--- src/rtl/fetch_pkg.sv ---
// ---------------------------------------------------------------------------
// fetch_pkg
// Shared definitions for the fetch stage and the downstream decoder:
// instruction width, field positions inside the 8-bit instruction word,
// opcode constants and small field-extraction helpers.
// ---------------------------------------------------------------------------
package fetch_pkg;

    localparam int INST_W   = 8;

    // Instruction layout: op[7:6] src1[5:4] src2[3:2] dest[1:0]
    localparam int OP_MSB   = 7;
    localparam int OP_LSB   = 6;
    localparam int SRC1_MSB = 5;
    localparam int SRC1_LSB = 4;
    localparam int SRC2_MSB = 3;
    localparam int SRC2_LSB = 2;
    localparam int DEST_MSB = 1;
    localparam int DEST_LSB = 0;

    typedef enum logic [1:0] {
        OPC_ADD = 2'b00,
        OPC_SUB = 2'b01,
        OPC_AND = 2'b10,
        OPC_MOV = 2'b11
    } opcode_e;

    function automatic opcode_e inst_op(input logic [INST_W-1:0] i_inst);
        return opcode_e'(i_inst[OP_MSB:OP_LSB]);
    endfunction

    function automatic logic [1:0] inst_dest(input logic [INST_W-1:0] i_inst);
        return i_inst[DEST_MSB:DEST_LSB];
    endfunction

endpackage

--- src/rtl/fetch_queue_if.sv ---
// ---------------------------------------------------------------------------
// fetch_queue_if
// Valid/ready instruction handshake between fetch (master) and decode (slave).
//   inst_valid : head of the prefetch queue is valid
//   inst_ready : decoder accepts the head this cycle
//   inst       : head instruction word
//   inst_pc    : address the head instruction was fetched from
// ---------------------------------------------------------------------------
interface fetch_queue_if #(
    parameter int ADDR_W = 4
);
    import fetch_pkg::*;

    logic              inst_valid;
    logic              inst_ready;
    logic [INST_W-1:0] inst;
    logic [ADDR_W-1:0] inst_pc;

    modport master (
        output inst_valid,
        output inst,
        output inst_pc,
        input  inst_ready
    );

    modport slave (
        input  inst_valid,
        input  inst,
        input  inst_pc,
        output inst_ready
    );

endinterface

--- src/rtl/fetch_queue_mem.sv ---
// ---------------------------------------------------------------------------
// inst_mem
// 2**ADDR_W x 8 instruction memory. Synchronous write port, synchronous read
// port with a registered output (one-cycle latency). A write in the same
// cycle suppresses the read, so writes always win over fetch.
// Ports:
//   clk               rising-edge clock
//   i_we/i_waddr/i_wdata  write strobe, address, data
//   i_re/i_raddr      read strobe, address
//   o_rdata           read data, valid the cycle after i_re
// ---------------------------------------------------------------------------
module inst_mem
    import fetch_pkg::*;
#(
    parameter int ADDR_W = 4
) (
    input  logic              clk,
    input  logic              i_we,
    input  logic [ADDR_W-1:0] i_waddr,
    input  logic [INST_W-1:0] i_wdata,
    input  logic              i_re,
    input  logic [ADDR_W-1:0] i_raddr,
    output logic [INST_W-1:0] o_rdata
);

    logic [INST_W-1:0] r_mem [2**ADDR_W];
    logic [INST_W-1:0] r_rdata;

    always_ff @(posedge clk) begin
        if (i_we)
            r_mem[i_waddr] <= i_wdata;
        if (i_re && !i_we)
            r_rdata <= r_mem[i_raddr];
    end

    assign o_rdata = r_rdata;

endmodule

--- src/rtl/fetch_queue.sv ---
// ---------------------------------------------------------------------------
// fetch_queue
// Instruction fetch stage: program counter, instruction memory and a DEPTH
// entry prefetch queue presented to the decoder over fetch_queue_if.
// Optional feature macro: FETCH_PERF_EN adds o_stall_cycles, a saturating
// count of cycles with fetch enabled and no valid instruction at the head.
// Ports:
//   clk, rst                 clock, asynchronous active-high reset
//   i_en                     fetch enable (queue keeps draining when low)
//   i_redirect_valid/_pc     flush queue and restart fetch at _pc
//   i_prog_we/_addr/_data    instruction memory write port
//   o_stall_cycles           stall counter (FETCH_PERF_EN only)
//   fq                       instruction handshake (master side)
// ---------------------------------------------------------------------------
module fetch_queue
    import fetch_pkg::*;
#(
    parameter int ADDR_W = 4,
    parameter int DEPTH  = 4
) (
    input  logic              clk,
    input  logic              rst,
    input  logic              i_en,
    input  logic              i_redirect_valid,
    input  logic [ADDR_W-1:0] i_redirect_pc,
    input  logic              i_prog_we,
    input  logic [ADDR_W-1:0] i_prog_addr,
    input  logic [INST_W-1:0] i_prog_data,
`ifdef FETCH_PERF_EN
    output logic [15:0]       o_stall_cycles,
`endif
    fetch_queue_if.master     fq
);

    localparam int PTR_W = $clog2(DEPTH);
    localparam int CNT_W = PTR_W + 1;

    logic [ADDR_W-1:0] r_pc;
    logic              r_inflight;
    logic [ADDR_W-1:0] r_inflight_pc;
    logic [INST_W-1:0] r_q_data [DEPTH];
    logic [ADDR_W-1:0] r_q_pc   [DEPTH];
    logic [PTR_W-1:0]  r_head;
    logic [PTR_W-1:0]  r_tail;
    logic [CNT_W-1:0]  r_count;

    logic              w_issue;
    logic              w_push;
    logic              w_pop;
    logic              w_valid;
    logic [CNT_W:0]    w_occupancy;
    logic [INST_W-1:0] w_rdata;

    // Occupancy counts the in-flight word so the queue can never overflow
    // when it lands.
    assign w_occupancy = {1'b0, r_count} + {{CNT_W{1'b0}}, r_inflight};
    assign w_issue     = i_en & ~i_prog_we & ~i_redirect_valid
                       & (w_occupancy < (CNT_W+1)'(DEPTH));
    assign w_valid     = (r_count != '0);
    assign w_push      = r_inflight & ~i_redirect_valid;
    assign w_pop       = w_valid & fq.inst_ready;

    inst_mem #(
        .ADDR_W (ADDR_W)
    ) u_inst_mem (
        .clk     (clk),
        .i_we    (i_prog_we),
        .i_waddr (i_prog_addr),
        .i_wdata (i_prog_data),
        .i_re    (w_issue),
        .i_raddr (r_pc),
        .o_rdata (w_rdata)
    );

    always_ff @(posedge clk or posedge rst) begin
        if (rst) begin
            r_pc          <= '0;
            r_inflight    <= 1'b0;
            r_inflight_pc <= '0;
            r_head        <= '0;
            r_tail        <= '0;
            r_count       <= '0;
            for (int k = 0; k < DEPTH; k++) begin
                r_q_data[k] <= '0;
                r_q_pc[k]   <= '0;
            end
        end else if (i_redirect_valid) begin
            // Everything queued or in flight is dropped; a pop in this
            // cycle has already been taken by the decoder.
            r_pc       <= i_redirect_pc;
            r_inflight <= 1'b0;
            r_count    <= '0;
            r_tail     <= r_head;
        end else begin
            r_inflight <= w_issue;
            if (w_issue) begin
                r_pc          <= r_pc + ADDR_W'(1);
                r_inflight_pc <= r_pc;
            end
            if (w_push) begin
                r_q_data[r_tail] <= w_rdata;
                r_q_pc[r_tail]   <= r_inflight_pc;
                r_tail           <= r_tail + PTR_W'(1);
            end
            if (w_pop)
                r_head <= r_head + PTR_W'(1);
            r_count <= r_count + CNT_W'(w_push) - CNT_W'(w_pop);
        end
    end

    // Outputs come straight from queue registers selected by the head
    // pointer, so inst_ready has no combinational path to inst_valid.
    assign fq.inst_valid = w_valid;
    assign fq.inst       = r_q_data[r_head];
    assign fq.inst_pc    = r_q_pc[r_head];

`ifdef FETCH_PERF_EN
    logic [15:0] r_stall_cycles;

    always_ff @(posedge clk or posedge rst) begin
        if (rst)
            r_stall_cycles <= '0;
        else if (i_en && !w_valid && r_stall_cycles != 16'hFFFF)
            r_stall_cycles <= r_stall_cycles + 16'd1;
    end

    assign o_stall_cycles = r_stall_cycles;
`endif

endmodule

--- src/flat_wrapper.sv ---
// flat-port wrapper written by rule: the top's interface ports become plain ports
module fetch_queue_flat import fetch_pkg::*;
#(
    parameter int ADDR_W = 4,
    parameter int DEPTH  = 4
)
  (clk, rst, i_en, i_redirect_valid, i_redirect_pc, i_prog_we, i_prog_addr, i_prog_data, fq_inst_valid, fq_inst, fq_inst_pc, fq_inst_ready);
  fetch_queue_if #(.ADDR_W(ADDR_W)) fq_i ();
  input  logic clk;
  input  logic rst;
  input  logic i_en;
  input  logic i_redirect_valid;
  input  logic [ADDR_W-1:0] i_redirect_pc;
  input  logic i_prog_we;
  input  logic [ADDR_W-1:0] i_prog_addr;
  input  logic [INST_W-1:0] i_prog_data;
  output wire logic [$bits(fq_i.inst_valid)-1:0] fq_inst_valid;
  output wire logic [$bits(fq_i.inst)-1:0] fq_inst;
  output wire logic [$bits(fq_i.inst_pc)-1:0] fq_inst_pc;
  input wire logic [$bits(fq_i.inst_ready)-1:0] fq_inst_ready;
  assign fq_inst_valid = fq_i.inst_valid;
  assign fq_inst = fq_i.inst;
  assign fq_inst_pc = fq_i.inst_pc;
  assign fq_i.inst_ready = fq_inst_ready;
  fetch_queue #(.ADDR_W(ADDR_W), .DEPTH(DEPTH)) u_core (.clk(clk), .rst(rst), .i_en(i_en), .i_redirect_valid(i_redirect_valid), .i_redirect_pc(i_redirect_pc), .i_prog_we(i_prog_we), .i_prog_addr(i_prog_addr), .i_prog_data(i_prog_data), .fq(fq_i));
endmodule
--- config.mk ---
export PLATFORM = sky130hd
export DESIGN_NAME = fetch_queue_flat
export DESIGN_NICKNAME = d
export VERILOG_FILES = /design/src/rtl/fetch_pkg.sv /design/src/rtl/fetch_queue_if.sv /design/src/rtl/fetch_queue_mem.sv /design/src/rtl/fetch_queue.sv /design/src/flat_wrapper.sv
export SDC_FILE = /design/constraint.sdc
export NUM_CORES = 1
export LEC_CHECK = 0
export ABC_AREA = 0
export CAP_MARGIN = 20
export CORE_AREA = 10 10 146 148
export DETAILED_ROUTE_END_ITERATION = 16
export DIE_AREA = 0 0 156 158
export PLACE_DENSITY_LB_ADDON = 0.2
export SLEW_MARGIN = 20
export SYNTH_ARGS = -nofsm -noshare
export SYNTH_HDL_FRONTEND = slang
export SYNTH_SLANG_ARGS = --single-unit
--- constraint.sdc ---
create_clock -name clk -period 1.95 [get_ports clk]
set_input_delay 0.4875 -clock clk [delete_from_list [all_inputs] [get_ports clk]]
set_output_delay 0.4875 -clock clk [all_outputs]
set_load 0.01 [all_outputs]
# Yosys cells after proc, flatten, opt, wreduce, memory -nomap -nowiden
# Memories as Yosys holds them, arrays and structs flattened. A register that Yosys moved wholly into a read port is not among the register bits.
# Cells that the tools add are included.
[word_totals]
register_bits = 64
ram_bits = 128
in_bits = 22
output_inout_bits = 13
wordCells = 63
memories = 1
[op_classes]
add_sub_neg = 6
order_cmp = 4
mux = 20
bitwise_logic = 9
reduce_logical = 9
[mem_list]
columns = ["name", "depth", "word_bits", "read_ports", "rd_ports_with_merged_regs", "wr", "line_no", "text"]
rows = [
  ["u_core.u_inst_mem.r_mem", 16, 8, 1, 1, 1, "fetch_queue_mem.sv:26", "logic [INST_W-1:0] r_mem [2**ADDR_W];"],
]
[ops]
columns = ["op", "n"]
rows = [
  ["32-bit bitwise mux", 1],
  ["8-bit 2-to-1 mux", 3],
  ["4-bit 2-to-1 mux", 5],
  ["8-bit binary-select mux with 2-bit select", 1],
  ["16-bit bitwise mux", 1],
  ["8-bit demux with 2-bit select", 1],
  ["4-bit binary-select mux with 2-bit select", 1],
  ["4-bit demux with 2-bit select", 1],
  ["3-bit greater-or-equal comparator, second input constant", 2],
  ["2-bit NOT with 3-bit output", 2],
  ["2-bit AND reduction", 3],
  ["1-bit bitwise AND", 5],
  ["2-bit by 1-bit adder with 2-bit output, second input constant", 2],
  ["3-bit by 1-bit adder with 4-bit output", 1],
  ["4-bit by 1-bit adder with 4-bit output, second input constant", 1],
  ["4-bit by 3-bit < comparator with 1-bit output, second input constant", 1],
  ["2-bit 2-to-1 mux", 2],
  ["2-bit nonzero test", 2],
  ["3-bit by 1-bit adder with 3-bit output", 1],
  ["3-bit by 1-bit < comparator with 1-bit output, second input constant", 1],
  ["1-bit 2-to-1 mux", 3],
  ["3-bit 2-to-1 mux", 1],
  ["3-bit nonzero test", 1],
  ["3-bit by 1-bit subtractor with 3-bit output", 1],
  ["other kinds (3)", 5],
]

# Longest topological paths before layout
# Gate-level depths: netlist of the first run.
[depth]
ltp_word = 6
mapped_depth = 8
ltp_nobuf = 8

# Modules after synthesis
# Synthesis of the first run repeated with hierarchy kept, for this count alone.
[unflattened]
cells_unflattened = 431
area_unflattened_um2 = 8215.4
[by_module_without_submodules]
columns = ["mod", "n_inst", "cells_per_inst", "area_per_inst_um2", "seq_area_each_um2"]
rows = [
  ["inst_mem", 1, 230, 5233.8, 4083.9],
  ["fetch_queue", 1, 201, 2981.6, 1601.5],
]

# Worst setup path before layout of the first run
# Ideal clock, no wire load.
[synth_path]
path_type = "input port to flip-flop"
startpoint = "input port i_prog_addr[2]"
endpoint = "memory u_core.u_inst_mem.r_mem[0][0] (enable)"
arrival_time_ns = 1.597
t_required_ns = 1.567
setup_slack_ns = -0.030
path_stages = 2
cell_sequence = "or3b_2 > nor3_1"
[synth_lines]
columns = ["element", "line_no", "text"]
rows = [
  ["start: declaration", "flat_wrapper.sv:15", "input logic [ADDR_W-1:0] i_prog_addr;"],
  ["end: declaration", "fetch_queue_mem.sv:26", ""],
]
# No word-level cell before the write port.

# Final worst setup path of the first run
[layout_path]
startpoint = "register u_core.r_head[0]"
endpoint = "output port fq_inst[0]"
[layout_between]
elab_chain_cells = 4
[layout_rtl]
columns = ["element", "line_no", "text"]
rows = [
  ["start: declaration", "fetch_queue.sv:43", "logic [PTR_W-1:0] r_head;"],
  ["start signal: assignment", "fetch_queue.sv:106", "r_head <= r_head + PTR_W'(1);"],
  ["2-bit NOT with 3-bit output (not written as such)", "fetch_queue.sv:114", "assign fq.inst = r_q_data[r_head];"],
  ["8-bit binary-select mux with 2-bit select", "fetch_queue.sv:114", ""],
  ["8-bit 2-to-1 mux (not written as such) (2 in series)", "fetch_queue.sv:114", ""],
  ["end: declaration", "flat_wrapper.sv:18", "output wire logic [$bits(fq_i.inst)-1:0] fq_inst;"],
]
# No other way between the ends. The select of a mux whose other input is x is not followed.

==> out/metrics.yaml, run 1 <==
worst_setup_path:
  rr_startpoint: "u_core.r_count[0]"
  worstPathArrival_ns: 1.65
  reg2regPathDepth: 9
  cp_max_fo: 6
  max_stage_delay_ns: 0.52
  cp_data_required_time_ns: 1.46
  worstSetupPathType: "reg2out"
  reg2reg_setup_slack_ns: -0.10
  cp-startpoint: "u_core.r_head[0]"
  endpoint: "fq_inst[0]"
  path_cells: "buf_8, mux4_2, buf_6"
  r2r-end: "u_core.r_count[2]"
  worst_setup_path_end_kind: "output port"
  worstSetupStartpointType: "flop"
  crit_slowest_cell: "mux4_2"
grt:
  antenna_found_initial: 0
  gr-usage-all-layers_pct: 13.74
  grt_pass1_vias: 4499
  grt_max_degree: 65
  overflow: 0
  grt_pass1_wl_mm: 25.67
clocking:
  ctsRootBufferMaster: "clkbuf_16"
  clockBufferDepth: 2
  cts_tree: "done"
  htree_num_levels: 4
  clk_pin_slew_ns: 0.07
  cts_num_sinks: 200
  clk_latency_ns: 0.44
  numCtsBuffers: 17
sta:
  relSlewSlack_pct: 62.99
  tightest_slew_ns: 0.5534
  fmax_mhz: 467.6
  timing.final.crit_share_pct: 109.7
  rsz0062_at_grt: "true"
  layout_setup_ws_ns: -0.1885
  hold_viol_final: 0
  clock_skew_ns: 0.01456
  fin_setup_tns_ns: -2.262
  setup_viol: 14
  finalCriticalPeriod_ns: 2.138
  drv_slew: 0
status:
  violations: "negative setup slack"
  outcome: "complete, but fails checks"
cells_and_area:
  most-common-layout-cells: "edfxtp_1 (136), dfrtp_1 (62), mux4_2 (44)"
  utilization_pct: 53.48
  mostFrequentLayoutCell: "edfxtp_1"
  area_growth_pct: 21.77
  num-nets-final: 548
  design_area_sq_um: 9869
  diodes: 0
  drive_gt1_share_pct: 32.08
placement:
  place_ws_ns: -0.3209
  placed_area_sq_um: 9151
  routabilityCongestion: 0.7803
  hpwl_mm: 10.64
  port-buffer-count: 34
pwr:
  p_leak_nw: 3.737
  power_frac_comb_pct: 23.3
  p_int_w: 0.008840
  finalPower_w: 0.01211
  vdd_drop_max_uv: 693.7
  power_density_nw_per_um2: 1227
  clock_power_share_pct: 30.9
  pwr-share-seq_pct: 45.8
  switching_share_pct: 27.03
  p_switching_w: 0.003274
routing:
  wl_per_cell_um: 20.74
  routed_wl_mm: 15.85
  vias_per_cell: 5.368
  drtIter0Drc: 224
  antenna_left: 0
  drc_errors: 0
  drt-pass1-iter-count: 4
  vias: 4101
yosys:
  synth_cell_types: 40
  synthArstFlopShare_pct: 32.00
  syn_area_sq_um: 8105
  yosysWarnings: 0
  syn_nets: 460
  synth_flop_cell: "edfxtp_1"
  synth-edff-count: 136
  ys_seq_area_share_pct: 70.15
  synthCells: 429
  avgSynthCellArea_sq_um: 18.89
  yosys_register_bits: 200
floorplan:
  coreArea_sq_um: 18460
  die_w_um: 156
  start_util_pct: 43.92
  die_area_sq_um: 24650
  ioPinCount: 35
  die_h_um: 158
  placement_rows: 50
worst_hold_path:
  hp-class: "in2async"
run:
  drv_cap: 0
## through the flow
stage	cells	hold WS (ns)
floorplan	429	0.4587
finish	764	0.4826
detailed placement	727	0.4754
global route	764	0.5056
CTS	764	0.4926
global placement	727	0.4685
## worst min path at each step
| stage | end | start | slack (ns) | cells after the start |
|---|---|---|---|---|
| after floorplan | u_core.r_q_data[11] | u_core.r_q_data[11] | 0.46 | 1 |
| after global placement | u_core.r_q_pc[0] | u_core.r_q_pc[0] | 0.47 | 1 |
| after detailed placement | u_core.r_q_pc[5] | u_core.r_q_pc[5] | 0.48 | 1 |
| after CTS | u_core.r_q_pc[1] | rst | 0.49 | 3 |
| after global routing | u_core.r_q_data[25] | u_core.r_q_data[25] | 0.51 | 1 |
| final | u_core.r_q_pc[13] | rst | 0.48 | 3 |
## layout make-up
cell class / instances / area, sq um
Inverter: 10 / 41.29
Sequential cell: 200 / 5688
Fill cell: 1494 / 8586
Clock inverter: 15 / 222.7
Tap cell: 234 / 292.8
Multi-Input combinational cell: 200 / 2290
Clock buffer: 17 / 425.4
Timing Repair Buffer: 88 / 909.6
## sequential cells by signal, indices dropped and copies added (netlist names), 3 cells and up
register	cells
u_core.u_inst_mem.r_mem	128
u_core.r_q_data	32
u_core.r_q_pc	16
u_core.u_inst_mem.o_rdata	8
u_core.r_inflight_pc	4
u_core.r_pc	4
u_core.r_count	3
## worst max-delay path: cells and delay by family (launching register included)
family | cells | cell delay [ns]
multiplexers | 1 | 0.52
flip-flops | 1 | 0.40
buffers and inverters | 2 | 0.29
## power by group through the flow
| stage | logic, W | registers, W | clock network, W |
|---|---|---|---|
| finish | 0.00282 | 0.00555 | 0.00374 |
| detailed placement | 0.00273 | 0.00563 | 0 |
| global route | 0.00310 | 0.00563 | 0.00400 |
| global placement | 0.00267 | 0.00557 | 0 |
| floorplan | 0.00166 | 0.00550 | 0 |
| CTS | 0.00292 | 0.00554 | 0.00383 |
## routing by layer
layer  vias up  part of all wire (%)  GRT usage, %
met5         -                     0             0
met4         0                   1.3         4.811
met3        14                   3.4         3.365
met2        69                    51         23.11
met1      2149                    44         16.98
li1       1869                     -             -
## cells in the mapped netlist (all sizes together), types with 2 or more instances
library cell	number	share of area [%]
mux2	52	7.2
xnor2	3	0.32
a22oi	16	1.5
a31oi	2	0.23
buf	15	1.1
nor2b	3	0.23
nor3	4	0.25
ha	8	1.2
nand2b	2	0.15
and2	2	0.15
mux4	44	12
nand3b	2	0.19
nor2	16	0.74
o21ai	6	0.37
dfrtp	64	20
nand3	3	0.19
edfxtp	136	50
inv	10	0.46
nand2	19	0.88
clkbuf	4	0.19
or3	2	0.15
xor2	3	0.32
## kinds of logic (layout without fill, tap and decap cells)
kind of cell	after synthesis	count (layout)	share of synthesized area, %
xor gates and xnor gates	6	6	0.6485
adders and majority gates	9	9	1.482
buffers and inverters	29	130	1.729
AOI/OAI and AO/OA	30	30	2.840
and+or+nand+nor	58	58	3.581
DFF	200	200	70.15
muxes	97	97	19.57
## timing repair
action                                  in CTS  in global routing
resized for setup                           66                 11
cloned                                       1                  0
endpoints found under the setup margin      13                 18
hold buffers                                 0                  0
buffers inserted                             4                  3
pin swaps                                    1                  3
(Power assumes the default switching activity.)
==> run 2, diff against run 1 <==
--- a/config.mk
+++ b/config.mk
@@ -11,6 +11,7 @@
 export DETAILED_ROUTE_END_ITERATION = 16
 export DIE_AREA = 0 0 156 158
 export PLACE_DENSITY_LB_ADDON = 0.2
+export SKIP_LAST_GASP = 1
 export SLEW_MARGIN = 20
 export SYNTH_ARGS = -nofsm -noshare
 export SYNTH_HDL_FRONTEND = slang
==> out/metrics.yaml, run 2 (synthesis results as in run 1) <==
status:
  outcome: "complete, but fails checks"
  violations: "negative setup slack"
pwr:
  power_density_nw_per_um2: 1228  # about the same
  vdd_drop_max_uv: 694.1  # about the same
  p_leak_nw: 3.737  # about the same
  p_int_w: 0.008840  # about the same
  clock_power_share_pct: 30.9  # about the same
  pwr-share-seq_pct: 45.8  # about the same
  p_switching_w: 0.003277  # about the same
  finalPower_w: 0.01212  # about the same
  switching_share_pct: 27.04  # about the same
  power_frac_comb_pct: 23.3  # about the same
sta:
  hold_viol_final: 0  # unchanged
  relSlewSlack_pct: 62.99  # unchanged
  setup_viol: 14  # unchanged
  timing.final.crit_share_pct: 109.7  # about the same
  drv_slew: 0  # unchanged
  layout_setup_ws_ns: -0.1886  # -0.0001270 ns
  tightest_slew_ns: 0.5534  # unchanged
  finalCriticalPeriod_ns: 2.139  # +0.0001270 ns
  clock_skew_ns: 0.01455  # -0.000008600 ns
  fmax_mhz: 467.6  # about the same
  rsz0062_at_grt: "true"
  holdWs_ns: 0.4824  # -0.0001880 ns
routing:
  antenna_left: 0  # unchanged
  wl_per_cell_um: 20.75  # about the same
  routed_wl_mm: 15.85  # about the same
  drt-pass1-iter-count: 4  # unchanged
  vias: 4101  # unchanged
  drtIter0Drc: 220  # -1.8%
  vias_per_cell: 5.368  # unchanged
  drc_errors: 0  # unchanged
floorplan:
  die_h_um: 158  # unchanged
  ioPinCount: 35  # unchanged
  start_util_pct: 43.92  # unchanged
  die_w_um: 156  # unchanged
  coreArea_sq_um: 18460  # unchanged
  placement_rows: 50  # unchanged
  die_area_sq_um: 24650  # unchanged
grt:
  overflow: 0  # unchanged
  gr-usage-all-layers_pct: 13.74  # unchanged
  grt_pass1_vias: 4499  # unchanged
  grt_max_degree: 65  # unchanged
  antenna_found_initial: 0  # unchanged
  grt_pass1_wl_mm: 25.67  # unchanged
worst_setup_path:
  rr_startpoint: "u_core.r_count[0]"
  crit_slowest_cell: "mux4_2"
  path_cells: "buf_8, mux4_2, buf_6"
  r2r-end: "u_core.r_count[2]"
  worst_setup_path_end_kind: "output port"
  reg2regPathDepth: 9  # unchanged
  max_stage_delay_ns: 0.52  # about the same
  cp_top_family: "multiplexers"
  worstSetupStartpointType: "flop"
  path_buf_inv: 2  # unchanged
  cp_max_fo: 6  # unchanged
  reg2reg_setup_slack_ns: -0.05  # +0.05 ns
  worstPathArrival_ns: 1.65  # about the same
  worstSetupPathType: "reg2out"
  cp_data_required_time_ns: 1.46  # about the same
run:
  drv_cap: 0  # unchanged
placement:
  port-buffer-count: 34  # unchanged
  place_ws_ns: -0.3209  # unchanged
  routabilityCongestion: 0.7803  # unchanged
  hpwl_mm: 10.64  # unchanged
clocking:
  clockBufferDepth: 2  # unchanged
  clk_latency_ns: 0.44  # about the same
  numCtsBuffers: 17  # unchanged
  clk_pin_slew_ns: 0.07  # about the same
  cts_num_sinks: 200  # unchanged
  htree_num_levels: 4  # unchanged
  cts_tree: "done"
  cts_hold_buf: 0  # unchanged
  ctsRootBufferMaster: "clkbuf_16"
worst_hold_path:
  hp-class: "in2async"
cells_and_area:
  largest_reg_flops: 128  # unchanged
  most-common-layout-cells: "edfxtp_1 (136), dfrtp_1 (62), mux4_2 (44)"
  top_register: "u_core.u_inst_mem.r_mem"
  area_growth_pct: 21.77  # unchanged
  mostFrequentLayoutCell: "edfxtp_1"
  reg.largest.list: "u_core.u_inst_mem.r_mem x128, u_core.r_q_data x32, u_core.r_q_pc x16"
  drive_gt1_share_pct: 32.26  # +0.19 points
  diodes: 0  # unchanged
  num-nets-final: 548  # unchanged
==> run 2: power by group through the flow <==
stage / clock network (W) / logic, W / registers, W
5_1_grt: 0.00400 / 0.00310 / 0.00563
4_1_cts: 0.00383 / 0.00292 / 0.00554
6_report: 0.00374 / 0.00283 / 0.00555
2_1_floorplan: 0 / 0.00166 / 0.00550
3_5_place_dp: 0 / 0.00273 / 0.00563
3_3_place_gp: 0 / 0.00267 / 0.00557
==> run 2: cell type report <==
cell class,instances,area (sq um)
tap,234,292.8
fill,1494,8586
clock buffer,17,425.4
sequential,200,5688
inverter,10,41.29
clock inverter,15,222.7
timing repair buffer,88,909.6
multi-input combinational,200,2290
==> run 2: repair_timing <==
action,CTS,global route
cloned,1,0
setup endpoints to repair,13,18
buffers inserted,4,3
pin swaps,0,3
resized for setup,66,12
==> run 2: worst reg2reg max path, cell delays in order (launching register included) <==
cell and delay [ns]:
dfrtp_1 0.41, buf_6 0.12, o31a_1 0.26, ha_1 0.28
inv_1 0.06, ha_2 0.15, inv_1 0.04, fa_2 0.33
xnor2_1 0.18, nor2_1 0.06
==> run 2: how the worst max path moves through the flow <==
stage	start	endpoint	slack (ns)	cells after the start
floorplan	u_core.r_count[1]	u_core.r_count[2]	0.08	8
global placement	fq_inst_ready	u_core.r_count[2]	-0.27	9
detailed placement	fq_inst_ready	u_core.r_count[2]	-0.32	9
CTS	u_core.r_head[0]	fq_inst[3]	-0.28	4
global route	u_core.r_head[0]	fq_inst[1]	-0.26	3
finish	u_core.r_head[0]	fq_inst[0]	-0.19	3
==> run 2: metal layers <==
layer  up-vias  wire [um]  track usage (%)  part of all wire [%]
li1       1869          -                -                     -
met4         0        202            4.811                   1.3
met5         -          0                0                     0
met1      2151       7017            16.98                    44
met2        67       8102            23.11                    51
met3        14        530            3.365                   3.3
==> run 2: metrics by stage <==
| step | util, % | instance area, sq um | cells | setup TNS, ns |
|---|---|---|---|---|
| detailed placement | 49.59 | 9151 | 727 | -15.23 |
| floorplan | - | 8114 | 429 | 0 |
| CTS | 53.48 | 9869 | 764 | -3.423 |
| global route | 53.48 | 9869 | 764 | -3.069 |
| global placement | 49.59 | 9151 | 727 | -13.86 |
| finish | 53.48 | 9869 | 764 | -2.161 |
==> run 3, diff against run 2 <==
--- a/config.mk
+++ b/config.mk
@@ -7,6 +7,8 @@
 export LEC_CHECK = 0
 export ABC_AREA = 0
 export CAP_MARGIN = 20
+export CELL_PAD_IN_SITES_DETAIL_PLACEMENT = 1
+export CELL_PAD_IN_SITES_GLOBAL_PLACEMENT = 1
 export CORE_AREA = 10 10 146 148
 export DETAILED_ROUTE_END_ITERATION = 16
 export DIE_AREA = 0 0 156 158
==> out/metrics.yaml, run 3 (synthesis results as in run 1) <==
status:
  outcome: "complete, but fails checks"
  violations: "negative setup slack"
worst_setup_path:
  max_stage_delay_ns: 0.51  # about the same
  path_buf_inv: 3  # +1
  cp-startpoint: "u_core.r_head[0]"
  rr_startpoint: "u_core.r_count[0]"
  worstSetupStartpointType: "flop"
  crit_slowest_cell: "mux4_2"
  reg2regPathDepth: 8  # -1
  cp_data_required_time_ns: 1.46  # about the same
  worst_setup_path_end_kind: "output port"
  cp_max_fo: 4  # -2
  path_cells: "buf_12, buf_6, mux4_2, buf_6"
  worstSetupPathType: "reg2out"
  cp_common_cell: "buf_6"
  r2r-end: "u_core.r_count[2]"
  cp_top_family: "multiplexers"
  worstPathArrival_ns: 1.74  # +0.09 ns
  reg2reg_setup_slack_ns: -0.01  # +0.04 ns
clocking:
  clk_pin_slew_ns: 0.07  # about the same
  cts_tree: "done"
  numCtsBuffers: 17  # unchanged
  cts_num_sinks: 200  # unchanged
  ctsRootBufferMaster: "clkbuf_16"
  htree_num_levels: 4  # unchanged
  cts_hold_buf: 0  # unchanged
  clockBufferDepth: 2  # unchanged
  clk_latency_ns: 0.45  # about the same
routing:
  antenna_left: 0  # unchanged
  drt-pass1-iter-count: 4  # unchanged
  routed_wl_mm: 17.27  # +8.9%
  wl_per_cell_um: 22.31  # +7.5%
  vias: 4151  # +1.2%
  drtIter0Drc: 164  # -25%
  drc_errors: 0  # unchanged
  vias_per_cell: 5.363  # about the same
cells_and_area:
  reg.largest.list: "u_core.u_inst_mem.r_mem x128, u_core.r_q_data x32, u_core.r_q_pc x16"
  area_growth_pct: 22.80
  top_register: "u_core.u_inst_mem.r_mem"
  largest_reg_flops: 128  # unchanged
  num-nets-final: 558  # +1.8%
  most-common-layout-cells: "edfxtp_1 (136), dfrtp_1 (63), buf_4 (46)"
  stdcell_count: 774  # +1.3%
  drive_gt1_share_pct: 33.33  # +1.1 points
  utilization_pct: 53.93  # +0.45 points
  diodes: 0  # unchanged
  mostFrequentLayoutCell: "edfxtp_1"
floorplan:
  start_util_pct: 43.92  # unchanged
  coreArea_sq_um: 18460  # unchanged
  ioPinCount: 35  # unchanged
  die_h_um: 158  # unchanged
  die_area_sq_um: 24650  # unchanged
  placement_rows: 50  # unchanged
  die_w_um: 156  # unchanged
pwr:
  p_leak_nw: 3.789  # +1.4%
  vdd_drop_max_uv: 673.6  # -3.0%
  power_density_nw_per_um2: 1228  # about the same
sta:
  tightest_slew_ns: 0.6017  # +0.04832 ns
  holdWs_ns: 0.4705  # -0.01192 ns
  layout_setup_ws_ns: -0.2821  # -0.09345 ns
  finalCriticalPeriod_ns: 2.232  # +0.09345 ns
  clock_skew_ns: 0.007955  # -0.006598 ns
  timing.final.crit_share_pct: 114.5  # +4.8 points
  hold_viol_final: 0  # unchanged
  setup_viol: 14  # unchanged
  rsz0062_at_grt: "true"
  fmax_mhz: 448.0  # -4.2%
  drv_slew: 0  # unchanged
  relSlewSlack_pct: 59.76  # -3.2 points
placement:
  place_ws_ns: -0.3979  # -0.07705 ns
  port-buffer-count: 34  # unchanged
  dp_cells: 734  # +0.96%
  hpwl_mm: 11.66  # +9.7%
  routabilityCongestion: 0.7545  # -3.3%
run:
  drv_cap: 0  # unchanged
grt:
  grt_max_degree: 45  # -31%
  gr-usage-all-layers_pct: 15.04  # +1.3 points
  grt_pass1_vias: 4778  # +6.2%
  antenna_found_initial: 0  # unchanged
  grt_pass1_wl_mm: 27.56  # +7.4%
  overflow: 0  # unchanged
worst_hold_path:
  hp-class: "in2async"
==> run 3: area by class of cell <==
cell class / count / area, sq um
Timing Repair Buffer: 98 / 1007
Tap cell: 234 / 292.8
Clock buffer: 17 / 425.4
Clock inverter: 15 / 200.2
Fill cell: 1670 / 8502
Sequential cell: 200 / 5687
Inverter: 10 / 41.29
Multi-Input combinational cell: 200 / 2300
==> run 3: worst min-delay path: stages <==
cell	delay, ns
clkdlybuf4s50_1	0.44
clkinvlp_4	0.11
buf_12	0.24
==> run 3: worst max-delay path by stage <==
stage	endpoint	depth (start not counted)	slack, ns
after floorplan	u_core.r_count[2]	8	0.08
after global placement	u_core.r_count[2]	9	-0.26
after detailed placement	u_core.r_count[2]	9	-0.40
after CTS	fq_inst[3]	4	-0.29
after global routing	fq_inst_pc[3]	4	-0.33
final	fq_inst_pc[0]	4	-0.28
==> run 3: report_power, final <==
group	internal, W	switching (W)
logic	0.00183	0.00122
registers	0.00517	0.000382
clock network	0.00186	0.00176
total	0.00886	0.00336
==> run 3: through the flow <==
step | setup TNS, ns | cell area, sq um | power, W
2_1_floorplan | 0 | 8114 | 0.007159
6_report | -3.343 | 9953 | 0.01222
3_3_place_gp | -15.38 | 9204 | 0.008247
3_5_place_dp | -22.24 | 9204 | 0.008405
4_1_cts | -3.489 | 9893 | 0.01218
5_1_grt | -4.005 | 9953 | 0.01284
==> run 3: per-layer routing <==
| layer | share of wire [%] | GRT usage (%) | wire, um |
|---|---|---|---|
| met1 | 42 | 16.87 | 7171 |
| met2 | 54 | 27.57 | 9362 |
| met3 | 3.1 | 3.555 | 540 |
| met4 | 1.1 | 4.856 | 193 |
| met5 | 0 | 0 | 0 |
==> run 3: timing repair <==
item | CTS | global route
endpoints found under the setup margin | 14 | 17
pin swaps | 3 | 1
resized for setup | 65 | 10
setup buffers | 7 | 1
